### src/rtl/exe_stage_mc.sv
// Execute stage: ALU, barrel shifter and branch target in one cycle, plus a multi-cycle shift-add MUL.
// Latency: 1 cycle for ALU ops, DATA_W cycles for MUL. Output register holds while out_ready=0; in_ready drops during MUL.
module exe_stage_mc #(
    parameter int DATA_W = 32,
    parameter int ADDR_W = 32
) (
    input  logic              clk,
    input  logic              rst,
    input  logic              flush,
    input  logic              in_valid,
    output logic              in_ready,
    input  logic [ADDR_W-1:0] in_pc,
    input  logic [4:0]        in_ctrl,
    input  logic [3:0]        in_cmd,
    input  logic              in_imm,
    input  logic [23:0]       in_simm24,
    input  logic [11:0]       in_shift_op,
    input  logic [DATA_W-1:0] in_val_rn,
    input  logic [DATA_W-1:0] in_val_rm,
    input  logic [3:0]        in_status,
    output logic              out_valid,
    input  logic              out_ready,
    output logic [4:0]        out_ctrl,
    output logic [ADDR_W-1:0] out_pc,
    output logic [DATA_W-1:0] out_alu_res,
    output logic [DATA_W-1:0] out_val_rm,
    output logic [3:0]        out_status,
    output logic [ADDR_W-1:0] out_branch_addr
);
    localparam int CNT_W = $clog2(DATA_W) + 1;
    localparam int MSB   = DATA_W - 1;

    typedef enum logic {S_IDLE, S_MUL} state_t;

    state_t              r_state;
    logic [CNT_W-1:0]    r_cnt;
    logic [DATA_W-1:0]   r_acc, r_mcand, r_mplier;
    logic [1:0]          r_mul_cv;

    logic                w_accept, w_is_mul, w_sub, w_cin, w_arith, w_known, w_c, w_v;
    logic [31:0]         w_rot_amt, w_sh_amt;
    logic [DATA_W-1:0]   w_val2, w_b, w_res, w_acc_next;
    logic [DATA_W:0]     w_sum;
    logic [3:0]          w_flags;
    logic [ADDR_W-1:0]   w_baddr;

    function automatic logic [DATA_W-1:0] ror(input logic [DATA_W-1:0] x, input logic [31:0] n);
        logic [2*DATA_W-1:0] d;
        d = {x, x} >> n;
        return d[DATA_W-1:0];
    endfunction

    assign in_ready = (r_state == S_IDLE) && (!out_valid || out_ready) && !flush;
    assign w_accept = in_valid && in_ready;
    assign w_is_mul = (in_cmd == 4'b1010);
    assign w_baddr  = in_pc + ADDR_W'($signed({in_simm24, 2'b00}));
    assign w_acc_next = r_mplier[0] ? r_acc + r_mcand : r_acc;

    // Operand 2: rotated immediate, raw 12-bit offset for loads/stores, or shifted rm
    always_comb begin
        w_rot_amt = 32'({in_shift_op[11:8], 1'b0}) % 32'(DATA_W);
        w_sh_amt  = 32'(in_shift_op[11:7]) % 32'(DATA_W);
        if (in_imm) begin
            w_val2 = ror(DATA_W'(in_shift_op[7:0]), w_rot_amt);
        end else if (in_ctrl[3] || in_ctrl[2]) begin
            w_val2 = DATA_W'(in_shift_op);
        end else begin
            case (in_shift_op[6:5])
                2'b00:   w_val2 = in_val_rm << w_sh_amt;
                2'b01:   w_val2 = in_val_rm >> w_sh_amt;
                2'b10:   w_val2 = $signed(in_val_rm) >>> w_sh_amt;
                default: w_val2 = ror(in_val_rm, w_sh_amt);
            endcase
        end
    end

    // Subtraction is rn + ~val2 + cin so the adder carry-out is the no-borrow flag
    always_comb begin
        w_sub   = (in_cmd == 4'b0100) || (in_cmd == 4'b0101);
        w_b     = w_sub ? ~w_val2 : w_val2;
        w_cin   = ((in_cmd == 4'b0011) || (in_cmd == 4'b0101)) ? in_status[1] : (in_cmd == 4'b0100);
        w_sum   = {1'b0, in_val_rn} + {1'b0, w_b} + {{DATA_W{1'b0}}, w_cin};
        w_res   = '0;
        w_arith = 1'b0;
        w_known = 1'b1;
        case (in_cmd)
            4'b0001: w_res = w_val2;
            4'b1001: w_res = ~w_val2;
            4'b0010, 4'b0011, 4'b0100, 4'b0101: begin
                w_res   = w_sum[DATA_W-1:0];
                w_arith = 1'b1;
            end
            4'b0110: w_res = in_val_rn & w_val2;
            4'b0111: w_res = in_val_rn | w_val2;
            4'b1000: w_res = in_val_rn ^ w_val2;
            default: w_known = 1'b0;
        endcase
        w_c     = w_arith ? w_sum[DATA_W] : in_status[1];
        w_v     = w_arith ? ((in_val_rn[MSB] == w_b[MSB]) && (w_res[MSB] != in_val_rn[MSB])) : in_status[0];
        w_flags = w_known ? {w_res[MSB], (w_res == '0), w_c, w_v} : in_status;
    end

    always_ff @(posedge clk or negedge rst) begin
        if (!rst) begin
            r_state         <= S_IDLE;
            r_cnt           <= '0;
            r_acc           <= '0;
            r_mcand         <= '0;
            r_mplier        <= '0;
            r_mul_cv        <= '0;
            out_valid       <= 1'b0;
            out_ctrl        <= '0;
            out_pc          <= '0;
            out_alu_res     <= '0;
            out_val_rm      <= '0;
            out_status      <= '0;
            out_branch_addr <= '0;
        end else if (flush) begin
            r_state   <= S_IDLE;
            r_cnt     <= '0;
            out_valid <= 1'b0;
        end else if (r_state == S_MUL) begin
            r_acc    <= w_acc_next;
            r_mcand  <= r_mcand << 1;
            r_mplier <= r_mplier >> 1;
            r_cnt    <= r_cnt + 1'b1;
            if (r_cnt == CNT_W'(DATA_W - 1)) begin
                r_state     <= S_IDLE;
                r_cnt       <= '0;
                out_valid   <= 1'b1;
                out_alu_res <= w_acc_next;
                out_status  <= {w_acc_next[MSB], (w_acc_next == '0), r_mul_cv};
            end
        end else if (w_accept) begin
            // Side-band fields load at acceptance; out_valid stays low until MUL finishes
            out_ctrl        <= in_ctrl;
            out_pc          <= in_pc;
            out_val_rm      <= in_val_rm;
            out_branch_addr <= w_baddr;
            if (w_is_mul) begin
                r_state   <= S_MUL;
                r_cnt     <= '0;
                r_acc     <= '0;
                r_mcand   <= in_val_rn;
                r_mplier  <= in_val_rm;
                r_mul_cv  <= in_status[1:0];
                out_valid <= 1'b0;
            end else begin
                out_valid   <= 1'b1;
                out_alu_res <= w_res;
                out_status  <= w_flags;
            end
        end else if (out_ready) begin
            out_valid <= 1'b0;
        end
    end
endmodule
### config.mk
export PLATFORM = sky130hd
export DESIGN_NAME = exe_stage_mc
export DESIGN_NICKNAME = d
export VERILOG_FILES = /design/src/rtl/exe_stage_mc.sv
export SDC_FILE = /design/constraint.sdc
export NUM_CORES = 1
export LEC_CHECK = 0
export CELL_PAD_IN_SITES_DETAIL_PLACEMENT = 1
export CELL_PAD_IN_SITES_GLOBAL_PLACEMENT = 1
export CORE_AREA = 2 2 293 295
export DETAILED_ROUTE_END_ITERATION = 8
export DIE_AREA = 0 0 295 297
export PLACE_DENSITY = 0.56
export SYNTH_ARGS = -nofsm -noshare
export SYNTH_HDL_FRONTEND = slang
export SYNTH_SLANG_ARGS = --single-unit
### constraint.sdc
create_clock -name clk -period 3.6 [get_ports clk]
set_clock_uncertainty 0.1 [all_clocks]
set_input_delay 0.36 -clock clk [delete_from_list [all_inputs] [get_ports clk]]
set_output_delay 0.36 -clock clk [all_outputs]
set_load 0.02 [all_outputs]
======== Word-level counts from Yosys, hierarchy flattened ========
Index checks and enable logic that the tools add are counted.
word-level totals
  register bits ........................... 243
  input port bits ......................... 151
  output and inout port bits .............. 139
  word-level logic and storage cells ...... 118
operators by class
  add/sub/neg operators ................... 5
  eq/ne operators ......................... 18
  shift-type cells ........................ 5
  multiplexer cells ....................... 45
  bitwise operators ....................... 6
  reduce and logical (&&, ||, !) cells .... 26
operators with widths
  operator                                             number
  two-way mux 32 bit                                   17
  one-hot mux 32 bit (6 select lines)                  1
  one-hot mux 32 bit (3 select lines)                  1
  adder 32 bit                                         2
  zero test 32 bit                                     2
  right shift 64 x 5 -> 32 bit                         1
  right shift 40 x 5 -> 32 bit                         1
  adder 32 x 32 -> 33 bit                              1
  adder 33 x 1 -> 33 bit                               1
  bitwise AND 32 bit                                   1
  inverter 32 bit                                      1
  OR 32 bit                                            1
  left shift 32 x 5 -> 32 bit                          1
  right shift 32 x 5 -> 32 bit                         1
  >>> shifter 32 x 5 -> 32 bit                         1
  bitwise XOR 32 bit                                   1
  two-way mux 6 bit                                    5
  two-way mux 4 bit                                    5
  equality test 4 x 3 -> 1 bit, second input constant  4
  two-way mux 1 bit                                    16
  equality test 4 bit, second input constant           3
  OR reduction 9 bit                                   1
  equality test 4 x 2 -> 1 bit, second input constant  2
  AND reduction 4 bit                                  2
  21 further kinds                                     33

======== Logic depth before layout (Yosys ltp) ========
Gate-level depths: netlist of the first run.
  depth in word-level cells ............... 16
  mapped depth ............................ 25
  gate-level depth less buffers ........... 20

======== Least setup slack after synthesis of the first run ========
No wires, ideal clock.
  kind .................................... input-to-reg
  start ................................... input in_shift_op[7]
  end ..................................... register out_status[2]
  arrival ................................. 4.885 ns
  data required time ...................... 3.434 ns
  slack ................................... -1.451 ns
  stages on the path ...................... 22
  cells stage by stage .................... buf_6 > buf_12 > mux4_2 > mux2_2 > mux2i_1 > a221oi_1 > a221oi_4 > xnor2_1 > fa_1 > inv_1 > fa_1 > nand3b_1 > a211o_1 > a21o_1 > and2_1 > o21ai_0 > a21oi_1 > mux2i_1 > or4b_1 > nor4_2 > nand4_1 > nand2_1
between the ends
  cells in the longest elaborated chain, start to end .. 14
  elaborated cells between the ends (all ways) .. 21
  classes of those cells .................. add/sub (2); shift (5); mux (9); bitwise (4); reduce/logical (1)
ends and longest elaborated chain
  what                                                        line    source
  from (decl)                                                 17      input logic [11:0] in_shift_op,
  right shift 64 x 5 -> 32 bit, or another cell as far along  49      d = {x, x} >> n;
  one-hot mux 32 bit (3 select lines)                         68      case (in_shift_op[6:5])
  two-way mux 32 bit                                          65      end else if (in_ctrl[3] || in_ctrl[2]) begin
  two-way mux 32 bit *                                        63      if (in_imm) begin
  inverter 32 bit                                             80, 88
  two-way mux 32 bit                                          80      w_b = w_sub ? ~w_val2 : w_val2;
  adder 32 x 32 -> 33 bit                                     82      w_sum = {1'b0, in_val_rn} + {1'b0, w_b} + {{DATA_W{1'b0}}, w_cin};
  adder 33 x 1 -> 33 bit                                      82
  one-hot mux 32 bit (6 select lines) *                       86      case (in_cmd)
  zero test 32 bit *                                          100     w_flags = w_known ? {w_res[MSB], (w_res == '0), w_c, w_v} : in_status;
  two-way mux 4 bit *                                         100
  two-way mux 4 bit *                                         140     if (w_is_mul) begin
  two-way mux 4 bit *                                         134     end else if (w_accept) begin
  two-way mux 4 bit *                                         122     end else if (r_state == S_MUL) begin
  to (signal assigned)                                        132     out_status <= {w_acc_next[MSB], (w_acc_next == '0), r_mul_cv};
  to (signal assigned)                                        151     out_status <= w_flags;
  to (decl)                                                   27      output logic [3:0] out_status,
Every way passes the cells marked *; elsewhere a longest branch is shown, timed or not. The select of a mux whose other input is x is not followed.
A chain may end at the register's enable or synchronous reset.

======== Final worst setup path of the first run ========
Ends and elaborated chain as after synthesis.

==> flow_summary.toml, run 1 <==
[timing]
hold_viol = 0
min_period_ps = 5040
worst_slack_ps = -1440
setup_tns_ps = -30700
slew_viol_final = 0
relSlewSlack = 0.397
finalCritPeriodShare = 1.40
worst_slew_pin_slew_ps = 905
setup_viol = 33
fmaxAchievable_mhz = 198
rsz0062_at_grt = "true"

[cells_and_area]
drive_above_1_share = 0.397
finalCoreUtilization = 0.458
stdcell_count = 5045
syn_to_final_growth_pct = 59.0
antenna_cells = 0
finalInstanceArea_mm2 = 0.0387
fin_nets = 4193
nFillCells = 9672

[setup_path]
r2r_slack_ps = -570
end_kind = "register"
critPathLaunchType = "input port"
crit_fanout = 5
worst-setup-path-type = "input port to register"
crit_arrival_ps = 5480
cp.required_ps = 4040

[synthesis]
netlist_instances = 2794
synth.avg_cell_area_um2 = 8.70
netlist_area_mm2 = 0.0243
synthMostInstantiatedCell = "nand2_1"
syn-num-nets = 3108
ys_ff_latch = 241
ys_seq_area_frac = 0.248
yosysWarnings = 0
synth_largest_area_cell = "dfrtp_1"
yosys-top-cells-area = "dfrtp_1 25%, ha_1 8.2%, mux4_2 6.7%"
synth_top_cell_area_share = 0.248
synth_cell_types = 108
synth_edf_count = 0
async_flop_share = 1.00
synth_common_cells = "301 x nand2_1, 241 x dfrtp_1, 233 x o21ai_0, 161 x a21oi_1, 159 x ha_1"
synth_ff_type = "dfrtp_1"

[die]
die_x_um = 295
die_area_mm2 = 0.0876
num_rows = 107
core_area_mm2 = 0.0845
die_h_um = 297
io_pins = 290
initial_utilization = 0.288

[placed_design]
place.gp.congestion = 0.969
io_buffers = 289
place_area_mm2 = 0.0347
dp_hpwl_mm = 108
dp_cells = 4879

[outcome]
status = "complete, but fails checks"
violations = "negative setup slack"

[grt]
grt_pass1_vias = 30088
grt_first_pass_wirelength_mm = 197
grt.total_usage = 0.296
antenna_found_initial = 4
grt_max_degree = 114
overflow = 0

[routing]
dr.pass1.iters = 5
detail-route-antenna-nets = 0
wirelength_mm = 134
vias = 27950
first_iter_violations = 1458
via_per_inst = 5.54
drc = 0
wl_per_cell_um = 26.6

[clocking]
insertion_delay_ps = 600
htreeDepth = 1
cts_sinks = 241
cts_buffer_depth = 3
cts_tree = "yes"
cts_buffers = 31
cts_root_buf = "clkbuf_16"
path_clk_slew_ps = 70

[pwr]
cellPowerDensity_mw_per_mm2 = 363
total_leakage_power_nw = 17.2
ir_worst_vdd_uv = 320

[flow_run]
max_cap_viol_count = 0

[min_path]
min_path_type = "input port to register"
worst max-delay path: stages:
cell      delay, ps
buf_16          130
buf_12          130
buf_6           110
mux4_2          360
mux2_4          180
inv_2            30
mux4_2          480
a22oi_2         410
inv_2           100
xnor2_2         180
inv_1            80
fa_2            350
nand3b_1        220
a211o_1         350
a21o_1          240
a21oi_4         210
buf_6           120
or2_4           130
buf_6           100
a31o_4          160
mux2i_1         270
nand3_2         160
nor4_4          370
nand4_1         170
nand2_1          90
worst paths after layout:
path / from / to / depth (start not counted)
setup / recovery: in_shift_op[7] / out_status[2]$_DFFE_PN0P_ / 25
hold / removal: in_val_rm[6] / out_val_rm[6]$_DFFE_PN0P_ / 3
setup reg to reg: r_mcand[0]$_DFFE_PN0P_ / out_status[2]$_DFFE_PN0P_ / 15
hold reg to reg: out_alu_res[31]$_DFFE_PN0P_ / out_alu_res[31]$_DFFE_PN0P_ / 2
max in group asynchronous: rst / out_pc[15]$_DFFE_PN0P_ / 3
min in group asynchronous: rst / r_acc[15]$_DFFE_PN0P_ / 2
cell type report:
class	count	area [um^2]	area share
sequential	241	6040	0.156
clock inverter	11	116	0.00301
tap	1144	1430	0.0370
multi-input combinational	2233	19000	0.492
inverter	114	428	0.0111
clock buffer	44	845	0.0218
timing repair buffer	1258	10800	0.279
placed cells by master (no fill, tap or decap), types with 24 or more instances in the layout:
cell             synthesis  final
a21o_1                  51     51
a21oi_1                161    122
a21oi_2                  4     33
a31oi_1                 35     25
buf_12                   4     28
buf_2                   30     24
buf_4                    5    867
buf_6                    7     64
clkbuf_16                0     31
clkdlybuf4s50_1          0    246
dfrtp_1                241    239
ha_1                   159    149
inv_1                  111    106
mux2_2                 105     87
mux2i_1                146    128
mux4_2                  72     75
nand2_1                301    293
nand2b_1                40     32
nand3_1                 54     49
nand4_1                 25     25
nor2_1                 150    144
nor2b_1                 27     24
nor3_1                  50     40
o211ai_1                30     30
o21ai_0                233    195
o21ai_1                 10     27
xnor2_1                 43     34
xor2_1                  43     34
metal layers:
metal / part of all wire / up-vias / GRT usage
li1: - / 12641 / -
met1: 0.41 / 14105 / 0.362
met2: 0.49 / 900 / 0.515
met3: 0.049 / 296 / 0.0352
met4: 0.060 / 8 / 0.142
met5: 0.00036 / - / 0
sequential cells by signal (all words and copies together) (netlist names):
signal / flops
out_branch_addr: 30
r_state: 1
out_alu_res: 32
r_mul_cv: 2
out_ctrl: 5
r_cnt: 6
r_mcand: 32
out_pc: 32
r_mplier: 32
r_acc: 32
out_valid: 1
out_val_rm: 32
out_status: 4
logic make-up after synthesis:
kind of cell	after synthesis	share of synthesized area
compound gates	865	0.242
buf+inv	320	0.0565
mux	334	0.183
fa+ha+maj	163	0.0851
xor+xnor	86	0.0310
flops	241	0.248
simple gates	785	0.155
where the power goes:
group          switching [W]  internal [W]  leakage, nW  total (W)
Sequential          0.000359       0.00320         3.02    0.00356
Combinational        0.00390       0.00351         13.7    0.00740
Clock                0.00131       0.00176        0.474    0.00307
Total                0.00556       0.00847         17.2     0.0140
timing repair:
item / in CTS / in global routing
resized for setup: 434 / 127
pin swaps: 157 / 125
setup buffers: 101 / 32
endpoints found under the hold margin: 71 / 0
hold buffers: 2 / 0
setup endpoints to repair: 44 / 49
gates cloned: 4 / 1
stage by stage:
| step | setup slack (ps) | power (W) | hold WS [ps] |
|---|---|---|---|
| finish | -1440 | 0.0140 | 54.8 |
| floorplan | -1370 | 0.00662 | -35.6 |
| global placement | -2530 | 0.0100 | 263 |
| global route | -1520 | 0.0147 | 51.1 |
| CTS | -1340 | 0.0138 | 32.8 |
| detailed placement | -2710 | 0.0102 | 271 |
No activity file was read; power rests on OpenSTA's default activity.
==> run 2, diff against run 1 <==
==> constraint.sdc (replaced) <==
create_clock -name clk -period 3.6 [get_ports clk]
set_clock_uncertainty 0.1 [all_clocks]
set_input_delay 0.36 -clock clk [delete_from_list [all_inputs] [get_ports clk]]
set_output_delay 0.36 -clock clk [all_outputs]
set_load 0.05 [all_outputs]
==> run 2 against run 1 <==
Net effect:
- sequential share of layout area is 0.14 points higher
- via count about the same
- routed wire length grew 0.46%
- largest cell class unchanged
- power rose by 7.5%
- worst hold slack better by 11 ps
- combinational power increased by 8.5%
- critical endpoint unchanged
- sequential cell count stayed put
- the flow still finishes with violations (negative setup slack)
==> flow_summary.toml, run 2 (same netlist as run 1, synthesis figures left out) <==
[routing]
first_iter_violations = 1584
via_per_inst = 5.55
dr.pass1.iters = 5
detail-route-antenna-nets = 0
drc = 0
wirelength_mm = 135
vias = 27935
wl_per_cell_um = 26.8

[grt]
overflow = 0
grt.busiest_layer = "met2"
met3_usage = 0.0356
grt.total_usage = 0.301
gr-usage-met2 = 0.524
grt_first_pass_wirelength_mm = 199
grt_pass1_vias = 30095
met1_usage = 0.371
grt_max_degree = 117
antenna_found_initial = 7

[timing]
setup_tns_ps = -35300
hold_viol = 0
worst_slew_pin_slew_ps = 737
fmaxAchievable_mhz = 193
min_period_ps = 5170
holdWs_ps = 65.6
slew_viol_final = 0
setup_viol = 36
worst_slack_ps = -1570
rsz0062_at_grt = "true"
relSlewSlack = 0.504
finalCritPeriodShare = 1.44

[die]
die_x_um = 295
die_h_um = 297
die_area_mm2 = 0.0876
io_pins = 290
core_area_mm2 = 0.0845
initial_utilization = 0.288
num_rows = 107

[clocking]
path_clk_slew_ps = 60
cts_buffers = 34
insertion_delay_ps = 570
cts_sinks = 241
cts_buffer_depth = 3
cts_root_buf = "clkbuf_16"
cts_tree = "yes"
htreeDepth = 2

[cells_and_area]
nFillCells = 9647
syn_to_final_growth_pct = 57.6
final_cell_mix = "872 x buf_4, 293 x nand2_1, 249 x clkdlybuf4s50_1"
multi_input_area_mm2 = 0.0188
register_area_mm2 = 0.00604
layout_commonest_cell = "buf_4"
drive_above_1_share = 0.388
fin_nets = 4185

[setup_path]
crit_arrival_ps = 5570
critPathLaunchType = "input port"
rr_worst_depth = 14
r2r_slack_ps = -610
worst-setup-path-type = "input port to register"
cp.required_ps = 4000
crit_fanout = 7
end_kind = "register"

[pwr]
total_leakage_power_nw = 17.0
cellPowerDensity_mw_per_mm2 = 393
ir_worst_vdd_uv = 661

[placed_design]
place.gp.congestion = 0.988
dp_slack_ps = -2680
dp_hpwl_mm = 109
io_buffers = 289

[outcome]
status = "complete, but fails checks"
violations = "negative setup slack"

[min_path]
min_path_type = "input port to register"
min_path_cells = 2

[flow_run]
max_cap_viol_count = 0
-- run 2: per-stage QoR --
step | instances | power [W] | instance area, um^2 | util
6_report | 5035 | 0.0151 | 38300 | 0.454
5_1_grt | 5035 | 0.0158 | 38300 | 0.454
4_1_cts | 5004 | 0.0149 | 37500 | 0.444
3_5_place_dp | 4878 | 0.0109 | 34700 | 0.410
3_3_place_gp | 4878 | 0.0107 | 34700 | 0.410
2_1_floorplan | 2794 | 0.00732 | 24600 | -
-- run 2: critical path: stages --
cell and delay (ps):
buf_16 130, buf_12 140, mux4_2 390, mux2_4 180
inv_2 30, mux4_2 510, a22oi_2 420, inv_2 110
xnor2_2 210, buf_4 150, inv_2 40, fa_2 350
nand3b_1 200, a211o_1 380, a21o_1 220, buf_6 130
a21oi_4 150, or2_4 160, xor2_1 70, a221oi_2 300
or4b_1 480, nor4_2 210, nand4_1 160, nand2_1 80
-- run 2: final cells by class --
cell class	instances	share of cell area
multi-input combinational	2233	0.489
timing repair buffer	1247	0.276
sequential	241	0.158
tap	1144	0.0373
clock buffer	45	0.0243
inverter	114	0.0112
clock inverter	10	0.00392
antenna	1	0.0000653
-- run 2: per-layer routing --
layer	vias up	share of wire
met5	-	0.00027
met4	6	0.051
met3	252	0.043
met2	862	0.49
met1	14184	0.41
li1	12631	-
-- run 2: final timing paths --
kind	start	endpoint
worst max register to register	r_mcand[0]$_DFFE_PN0P_	out_status[2]$_DFFE_PN0P_
max in group asynchronous	rst	r_mplier[6]$_DFFE_PN0P_
worst min-delay path	in_val_rm[10]	out_val_rm[10]$_DFFE_PN0P_
worst min register to register	out_branch_addr[15]$_DFFE_PN0P_	out_branch_addr[15]$_DFFE_PN0P_
min in group asynchronous	rst	r_cnt[0]$_DFFE_PN0P_
worst max-delay path	in_shift_op[7]	out_status[2]$_DFFE_PN0P_
-- run 2: repair_timing --
item	CTS	global route
endpoints found under the setup margin	49	44
resized for setup	330	136
endpoints found under the hold margin	67	0
hold buffers	1	0
buffers inserted	74	41
pin swaps	82	118
gates cloned	2	0
-- run 2: power breakdown --
part,switching (W),internal (W),leakage [nW]
combinational,0.00456,0.00347,13.5
sequential,0.000396,0.00320,3.02
clock,0.00141,0.00203,0.527
==> run 3, diff against run 2 <==
PLACE_DENSITY = not set   (was 0.56)
PLACE_DENSITY_LB_ADDON = 0.1   (was not set)
==> run 3 against run 2 <==
Net effect:
- the flow still finishes with violations (negative setup slack)
- power shrank 0.70%
- die area is the same
- non-clock buffer count fell by 4
- critical path type unchanged
- setup slack improved by 97 ps
- largest cell class unchanged
- clock power shrank 3%
- worst hold slack got worse by 18 ps
- sequential share of layout area shrank 0.076 points
- routed wire length is 1.6% lower
- critical path depth fell by 2
- count of clock-buffer cells in the layout increased by 8
==> flow_summary.toml, run 3 (same netlist as run 1, synthesis figures left out) <==
[routing]
wirelength_mm = 133
drc = 0
met3_length_mm = 4.26
met2_length_mm = 67.2
vias = 27479
detail-route-antenna-nets = 0
first_iter_violations = 1379
drt-met1-wl_mm = 55.9
dr.pass1.iters = 5
wl_per_cell_um = 26.4
top_layer_used = "met4"
via_per_inst = 5.46

[min_path]
hold_end = "out_val_rm[15]$_DFFE_PN0P_"
min_path_type = "input port to register"
hp-start = "in_val_rm[15]"
min_path_cells = 2

[cells_and_area]
finalCoreUtilization = 0.456
finalInstanceArea_mm2 = 0.0385
layout_commonest_cell = "buf_4"
syn_to_final_growth_pct = 58.4
drive_above_1_share = 0.395
final_cell_mix = "848 x buf_4, 291 x nand2_1, 244 x clkdlybuf4s50_1"
fin_nets = 4181

[setup_path]
critPathLaunchType = "input port"
startpoint = "in_shift_op[5]"
rr_worst_depth = 15
worst-setup-path-type = "input port to register"
r2r_slack_ps = -390
r2r-start = "r_acc[0]$_DFFE_PN0P_"
cp.required_ps = 3980
crit_fanout = 7
crit_arrival_ps = 5450
r2r_end = "out_status[2]$_DFFE_PN0P_"
end_kind = "register"

[grt]
grt_first_pass_wirelength_mm = 194
grt_pass1_vias = 29211
grt.total_usage = 0.294
antenna_found_initial = 0
grt_max_degree = 71
overflow = 0

[outcome]
violations = "negative setup slack"
status = "complete, but fails checks"

[die]
die_area_mm2 = 0.0876
die_x_um = 295
core_area_mm2 = 0.0845
io_pins = 290
num_rows = 107
die_h_um = 297
initial_utilization = 0.288

[timing]
relSlewSlack = 0.395
worst_slew_pin_slew_ps = 908
finalCritPeriodShare = 1.41
setup_viol = 34
fmaxAchievable_mhz = 197
rsz0062_at_grt = "true"
worst_slack_ps = -1480
hold_viol = 0
min_period_ps = 5080
slew_viol_final = 0

[placed_design]
place.gp.congestion = 1.00
place_area_mm2 = 0.0348
io_buffers = 289
dp_hpwl_mm = 108

[clocking]
insertion_delay_ps = 560
cts_buffers = 34
htreeDepth = 2
cts_buffer_depth = 3
cts_sinks = 241
cts_tree = "yes"
cts_root_buf = "clkbuf_16"
path_clk_slew_ps = 60

[pwr]
total_leakage_power_nw = 17.2
cellPowerDensity_mw_per_mm2 = 389
total_power_w = 0.0150
ir_worst_vdd_uv = 389

[flow_run]
max_cap_viol_count = 0
run 3: changes by cell type in the layout (fill, tap and decap cells not counted), sizes merged, moves of 2 or more:
cell,before,now
clkbuf,51,67
clkdlybuf4s15,14,1
clkdlybuf4s50,249,244
dlygate4sd2,7,2
buf,970,974
clkinv,7,3
dlymetal6s2s,0,4
bufbuf,0,2
inv,113,115
run 3: routing by layer:
metal	GRT usage	up-vias
met5	0	-
met4	0.104	0
met3	0.0270	194
met2	0.524	634
met1	0.367	14029
li1	-	12622
run 3: final cells by class:
cell class,count,area [um^2]
flip-flops and latches,241,6040
clock buffers,53,962
diodes,1,2.50
inverters,114,430
fillers,9667,46000
multi-input cells,2233,18900
well taps,1144,1430
clock inverters,6,98.8
repair buffers,1243,10700
run 3: stage by stage:
stage	setup TNS, ps	instances	hold slack (ps)	worst slack, ps
2_1_floorplan	-26360	2794	-35.6	-1370
5_1_grt	-37660	5034	15.7	-1650
6_report	-32490	5035	47.6	-1480
3_5_place_dp	-79380	4884	221	-2710
4_1_cts	-30070	4999	1.24	-1270
3_3_place_gp	-76400	4884	207	-2650
run 3: worst max path at each step:
stage / to / slack (ps) / depth (start not counted)
after detailed placement: out_status[2]$_DFFE_PN0P_ / -2710 / 24
after global placement: out_status[2]$_DFFE_PN0P_ / -2650 / 22
final: out_status[2]$_DFFE_PN0P_ / -1480 / 22
after global routing: out_status[2]$_DFFE_PN0P_ / -1650 / 23
after CTS: out_status[0]$_DFFE_PN0P_ / -1270 / 23
after floorplan: out_status[2]$_DFFE_PN0P_ / -1370 / 22
run 3: worst max-delay path, stage by stage:
cell           delay (ps)
dlygate4sd2_1         270
buf_6                 150
buf_4                 140
a311oi_4              320
a211oi_2               60
mux4_2                520
a22oi_2               350
inv_2                 100
xnor2_2               170
inv_1                  80
fa_2                  380
nand3b_1              210
a211o_1               400
a21o_1                230
a21oi_2               190
or2_4                 180
xor2_2                 70
a221oi_2              280
or4b_4                520
nor4_4                260
nand4_1               120
nand2_1                90
run 3: report_power, final:
group	switching (W)	internal, W	leakage [nW]
sequential	0.000357	0.00320	3.02
combinational	0.00455	0.00351	13.6
clock	0.00137	0.00198	0.514
total	0.00627	0.00870	17.2
run 3: repair_timing:
action | CTS | global route
setup buffers | 53 | 52
hold endpoints to repair | 49 | 0
gates cloned | 6 | 0
endpoints found under the setup margin | 49 | 44
pin swaps | 97 | 120
hold buffers | 2 | 0
resized for setup | 338 | 209
